[src/rtl/reorder_buffer_pkg.sv]
// Shared sizing and entry types for the reorder buffer.
// Type codes match the decoder's dec_type encoding.
package reorder_buffer_pkg;
  localparam int ROB_SIZE       = 8;
  localparam int ROB_WIDTH      = 3;
  localparam int ROB_TYPE_WIDTH = 3;

  typedef enum logic [ROB_TYPE_WIDTH-1:0] {
    ROB_REG    = 3'd0,
    ROB_STORE  = 3'd1,
    ROB_BRANCH = 3'd2,
    ROB_JALR   = 3'd3,
    ROB_HALT   = 3'd4
  } rob_type_e;

  typedef struct packed {
    rob_type_e   typ;
    logic [4:0]  rd;
    logic [31:0] value;
    logic [31:0] jump_addr;
    logic        pred_taken;
    logic [31:0] alt_addr;
  } rob_entry_t;
endpackage

[src/rtl/reorder_buffer.sv]
// Circular in-order reorder buffer: allocates from the decoder, takes out-of-order
// writeback from RS/LSB, commits in order and raises the global flush on redirects.
module reorder_buffer #(
  parameter int ROB_SIZE  = reorder_buffer_pkg::ROB_SIZE,
  parameter int ROB_WIDTH = reorder_buffer_pkg::ROB_WIDTH
) (
  input  logic                 clk_in,
  input  logic                 rst_in,
  input  logic                 rdy_in,
  output logic                 dec_full,
  input  logic                 dec_rdy,
  output logic [ROB_WIDTH-1:0] dec_rob_id,
  input  logic [2:0]           dec_type,
  input  logic [4:0]           dec_rd,
  input  logic [31:0]          dec_value,
  input  logic                 dec_ready,
  input  logic                 dec_pred_taken,
  input  logic [31:0]          dec_alt_addr,
  input  logic [ROB_WIDTH-1:0] query_j_id,
  input  logic [ROB_WIDTH-1:0] query_k_id,
  output logic                 query_j_ready,
  output logic                 query_k_ready,
  output logic [31:0]          query_j_data,
  output logic [31:0]          query_k_data,
  input  logic                 rs_rdy,
  input  logic [ROB_WIDTH-1:0] rs_rob_id,
  input  logic [31:0]          rs_data,
  input  logic                 rs_set_jump_addr,
  input  logic                 lsb_rdy,
  input  logic [ROB_WIDTH-1:0] lsb_rob_id,
  input  logic [31:0]          lsb_data,
  output logic                 rf_en,
  output logic [4:0]           rf_rd,
  output logic [31:0]          rf_data,
  output logic [ROB_WIDTH-1:0] rf_rob_id,
  output logic                 lsb_commit_en,
  output logic [ROB_WIDTH-1:0] lsb_commit_rob_id,
  output logic                 flush,
  output logic [31:0]          flush_pc,
  output logic                 halt
);
  import reorder_buffer_pkg::*;

  localparam logic [ROB_WIDTH:0] FULL_CNT = (ROB_WIDTH+1)'(ROB_SIZE);

  rob_entry_t [ROB_SIZE-1:0] ent_q;
  logic [ROB_SIZE-1:0]       valid_q, ready_q;
  logic [ROB_WIDTH-1:0]      head_q, tail_q;
  logic [ROB_WIDTH:0]        count_q;
  rob_entry_t                head_ent;
  logic                      commit, alloc, wb_en;

  assign head_ent   = ent_q[head_q];
  assign dec_full   = (count_q == FULL_CNT);
  assign dec_rob_id = tail_q;
  assign alloc      = rdy_in && dec_rdy && !flush;
  assign wb_en      = rdy_in && !flush;
  // ready is registered, so a writeback to head is seen here one cycle later
  assign commit     = rdy_in && !flush && !halt && (count_q != '0) && ready_q[head_q];

  assign rf_en             = commit && (head_ent.typ == ROB_REG || head_ent.typ == ROB_JALR);
  assign rf_rd             = head_ent.rd;
  assign rf_data           = head_ent.value;
  assign rf_rob_id         = head_q;
  assign lsb_commit_en     = commit && (head_ent.typ == ROB_STORE);
  assign lsb_commit_rob_id = head_q;

  // Operand lookup: same-cycle RS value beats LSB beats stored entry; a free tag reads as ready.
  function automatic logic [32:0] query(input logic [ROB_WIDTH-1:0] id);
    if (rs_rdy && !rs_set_jump_addr && rs_rob_id == id) return {1'b1, rs_data};
    if (lsb_rdy && lsb_rob_id == id) return {1'b1, lsb_data};
    return {ready_q[id] || !valid_q[id], ent_q[id].value};
  endfunction

  assign {query_j_ready, query_j_data} = query(query_j_id);
  assign {query_k_ready, query_k_data} = query(query_k_id);

  always_ff @(posedge clk_in) begin
    if (rst_in) begin
      ent_q    <= '0;
      valid_q  <= '0;
      ready_q  <= '0;
      head_q   <= '0;
      tail_q   <= '0;
      count_q  <= '0;
      flush    <= 1'b0;
      flush_pc <= 32'd0;
      halt     <= 1'b0;
    end else if (rdy_in) begin
      if (flush) begin
        valid_q <= '0;
        ready_q <= '0;
        head_q  <= '0;
        tail_q  <= '0;
        count_q <= '0;
        flush   <= 1'b0;
      end else begin
        if (commit) begin
          valid_q[head_q] <= 1'b0;
          ready_q[head_q] <= 1'b0;
          head_q          <= head_q + 1'b1;
          case (head_ent.typ)
            ROB_JALR: begin
              flush    <= 1'b1;
              flush_pc <= head_ent.jump_addr;
            end
            ROB_BRANCH: if (head_ent.value[0] != head_ent.pred_taken) begin
              flush    <= 1'b1;
              flush_pc <= head_ent.alt_addr;
            end
            ROB_HALT: halt <= 1'b1;
            default: ;
          endcase
        end
        if (alloc) begin
          ent_q[tail_q] <= '{typ: rob_type_e'(dec_type), rd: dec_rd, value: dec_value,
                             jump_addr: 32'd0, pred_taken: dec_pred_taken,
                             alt_addr: dec_alt_addr};
          valid_q[tail_q] <= 1'b1;
          ready_q[tail_q] <= dec_ready;
          tail_q          <= tail_q + 1'b1;
        end
        if (wb_en && rs_rdy) begin
          ready_q[rs_rob_id] <= 1'b1;
          if (rs_set_jump_addr) ent_q[rs_rob_id].jump_addr <= rs_data;
          else                  ent_q[rs_rob_id].value     <= rs_data;
        end
        if (wb_en && lsb_rdy) begin
          ready_q[lsb_rob_id]     <= 1'b1;
          ent_q[lsb_rob_id].value <= lsb_data;
        end
        case ({alloc, commit})
          2'b10:   count_q <= count_q + 1'b1;
          2'b01:   count_q <= count_q - 1'b1;
          default: ;
        endcase
      end
    end
  end
endmodule

[config.mk]
export PLATFORM = sky130hd
export DESIGN_NAME = reorder_buffer
export DESIGN_NICKNAME = d
export VERILOG_FILES = /design/src/rtl/reorder_buffer_pkg.sv /design/src/rtl/reorder_buffer.sv
export SDC_FILE = /design/constraint.sdc
export NUM_CORES = 2
export LEC_CHECK = 0
export ABC_CLOCK_PERIOD_IN_PS = 2990
export CAP_MARGIN = 20
export CORE_MARGIN = 2
export CORE_UTILIZATION = 40
export DETAILED_ROUTE_END_ITERATION = 10
export PLACE_DENSITY = 0.54
export SLEW_MARGIN = 20
export SYNTH_ARGS = -nofsm -noshare
export SYNTH_HDL_FRONTEND = slang
export SYNTH_SLANG_ARGS = --single-unit
[constraint.sdc]
create_clock -name clk_in -period 2.99 [get_ports clk_in]
set_input_delay 0.4485 -clock clk_in [delete_from_list [all_inputs] [get_ports clk_in]]
set_output_delay 0.4485 -clock clk_in [all_outputs]
set_load 0.005 [all_outputs]
==> out/qor.yml <==
startpoint_type: "register"
tightest_slew_ns: 0.856
insertion_delay_ns: 0.73
clock-skew-final_ns: 0.0475
worstSetupPathType: "reg -> out"
violations: "setup timing"
io-pin-count: 306
seq_area_frac_synth_pct: 36.5
maxCapViolCount: 0
antenna_found_initial: 15
routedWlPerCell_um: 28.2
sequentialPowerShare_pct: 43.0
pre_cts_ws_ns: -0.0763
synthCells: 6328
setup_viol: 11
initial_core_util_pct: 40.4
hold_ws_ns: 0.126
cp_num_buf_inv: 3
wl_met2_um: 103000
dp_hpwl_um: 141000
clockPowerShare_pct: 46.0
dieArea_mm2: 0.126
synthToLayoutAreaGrowth_pct: 25.8
portBuffers: 305
rsz0062_at_grt: "yes"
firstDrtPassIters: 8
p_int_mw: 21.1
grt_pass1_vias: 48600
combinationalPowerShare_pct: 11.0
dieWidth_um: 355
fin_ws_ns: -0.109
grt_use_total_pct: 34.9
syn_area_mm2: 0.0494
synth_top_area_share_pct: 36.5
grt_max_degree: 152
routed_wirelength_um: 232000
cp.arrival_ns: 2.65
layout_worst_path_cycle_share_pct: 104
synth-seq-cells: 900
clkTransAtPathRegs_ns: 0.06
end_kind: "primary output"
netlist-cell-type-count: 75
max_clock_freq_mhz: 323
num_rows: 128
slew_violations: 0
cp_max_fo: 7
crit_chain: "buf_8 -> and3b_4 -> a222oi_1 -> buf_4 -> o21ai_4 -> and3_4 -> and3b_2 -> buf_2"
r2r_slack_ns: 0.06
synthArstFlopShare_pct: 0
cts_tree: "done"
power.switching_mw: 7.65
ys.flop_type: "dfxtp_1"
cts_made_buffers: 103
synth-edff-count: 0
hold_class: "in -> reg"
vias: 51600
drtIter0Drc: 6799
grt_pass1_wl_um: 333000
syn-num-nets: 6489
top_layer: "met5"
final_nets: 6669
htreeDepth: 3
core_area_mm2: 0.122
cpLargestDelayFamily: "simple AND/OR/NAND/NOR gates"
status: "finished with violations"
power.density_mw_per_mm2: 462
root_buffer: "clkbuf_16"
antenna_left: 0
routed_via_density: 6.28
drcViolationCount: 0
critPathRequiredTime_ns: 2.54
drive_gt1_share_pct: 17.7
peakVddDrop_mv: 0.507
die-height_um: 355
max_slew_margin_pct: 42.9
synth_warnings: 0
cpMaxStageDelayCell: "dfxtp_4"
overflow: 0
synth_area_per_cell_um2: 7.81
leakage_nw: 21.9
yosys-top-cells-area: "dfxtp_1 (36%), nand2_1 (12%), a21oi_1 (9.1%), mux4_2 (7.9%), mux2i_1 (5.8%)"
wl_met3_um: 24000
cts.sink_count: 900
max_stage_delay_ns: 0.44
hold_violations: 0
wirelength_met1_um: 92600
period_needed_ns: 3.10
yosysTopAreaCell: "dfxtp_1"
place.gp.congestion: 0.899
swShare_pct: 26.6
cts_max_path_buffers: 3
repair_timing:
action / 4_1_cts / 5_1_grt
resized for setup: 322 / 134
setup buffers: 63 / 44
pin swaps: 30 / 43
gates cloned: 14 / 11
hold buffers: 0 / 0
endpoints found under the setup margin: 103 / 80
per-layer routing:
metal / vias to the layer above / GRT usage (%)
li1: 22600 / -
met1: 25100 / 46.4
met2: 3201 / 54.6
met3: 687 / 6.70
met4: 14 / 16.6
met5: - / 0
cells in the mapped netlist (63+ instances only):
library cell,n
buf_4,63
nand3_1,417
clkbuf_1,557
buf_2,90
a221oi_1,82
dfxtp_1,900
o211ai_1,131
mux2i_1,285
a211oi_1,139
a22oi_1,89
a21oi_1,902
nand2_1,1525
o21ai_0,150
mux4_2,173
nor2_1,347
path summary, 6_finish.rpt:
path	start	end	depth (start not counted)
max	lsb_commit_rob_id[0]	lsb_commit_en	8
min	rst_in	register	2
max reg2reg	lsb_commit_rob_id[0]	count_q[3]	13
min reg2reg	register	register	2
cell usage in the layout (no fill, tap or decap), types with 15 or more instances in the layout:
| master | netlist | final |
|---|---|---|
| clkbuf_16 | 0 | 114 |
| nor2_1 | 347 | 318 |
| buf_12 | 0 | 152 |
| a221oi_1 | 82 | 53 |
| o22ai_1 | 27 | 26 |
| dfxtp_1 | 900 | 891 |
| mux2i_1 | 285 | 270 |
| nor2_4 | 0 | 20 |
| a221oi_2 | 0 | 26 |
| o22ai_2 | 23 | 24 |
| dlygate4sd2_1 | 0 | 31 |
| a22o_1 | 21 | 21 |
| mux4_2 | 173 | 173 |
| a31oi_1 | 17 | 16 |
| mux2_1 | 50 | 43 |
| mux2_2 | 24 | 23 |
| a21oi_1 | 902 | 900 |
| nand2_1 | 1525 | 1516 |
| clkinv_2 | 0 | 23 |
| o21ai_1 | 26 | 30 |
| a211oi_1 | 139 | 139 |
| buf_2 | 90 | 24 |
| o21ai_0 | 150 | 138 |
| clkbuf_1 | 557 | 22 |
| clkdlybuf4s50_1 | 0 | 201 |
| dlymetal6s2s_1 | 0 | 21 |
| clkbuf_2 | 0 | 15 |
| clkbuf_8 | 0 | 23 |
| nand3_1 | 417 | 411 |
| buf_6 | 13 | 26 |
| o211ai_1 | 131 | 131 |
| buf_4 | 63 | 331 |
| a22oi_1 | 89 | 77 |
cell type report:
type / count / area (um2)
inverter: 15 / 63.8
timing repair buffer: 848 / 9580
tap: 1625 / 2030
sequential: 900 / 18000
fill: 11500 / 60000
multi-input combinational: 4640 / 28900
clock buffer: 150 / 3030
clock inverter: 36 / 460
antenna: 5 / 12.5
power by group through the flow:
stage	Clock [mW]	Combinational, mW	Sequential (mW)
global route	13.8	3.31	12.4
detailed placement	0	3.01	12.6
CTS	13.3	3.03	12.3
floorplan	0	1.66	12.5
global placement	0	3.00	12.6
finish	13.2	3.15	12.3
stage by stage:
| step | util, % | TNS (ns) | instance area, um2 | instances | power (mW) |
|---|---|---|---|---|---|
| finish | 50.9 | -0.700 | 62200 | 8219 | 28.7 |
| global route | 50.9 | -1.60 | 62200 | 8217 | 29.5 |
| CTS | 50.1 | -0.805 | 61200 | 8163 | 28.7 |
| detailed placement | 46.0 | -1.29 | 56200 | 7903 | 15.6 |
| global placement | 46.0 | -1.60 | 56200 | 7903 | 15.6 |
| floorplan | - | 0 | 49400 | 6328 | 14.2 |
kinds of logic (layout without fill, tap and decap cells):
| kind of cell | count (synthesis) | in the layout | share of synthesized area, % |
|---|---|---|---|
| DFF | 900 | 900 | 36.5 |
| AOI/OAI and AO/OA | 1681 | 1681 | 20.8 |
| muxes | 533 | 533 | 15.4 |
| other | 0 | 5 | 0 |
| xor gates and xnor gates | 16 | 16 | 0.284 |
| buffers and inverters | 788 | 1049 | 6.89 |
| and+or+nand+nor | 2406 | 2406 | 20.0 |
| adders and majority gates | 4 | 4 | 0.101 |
(Power assumes the default switching activity.)
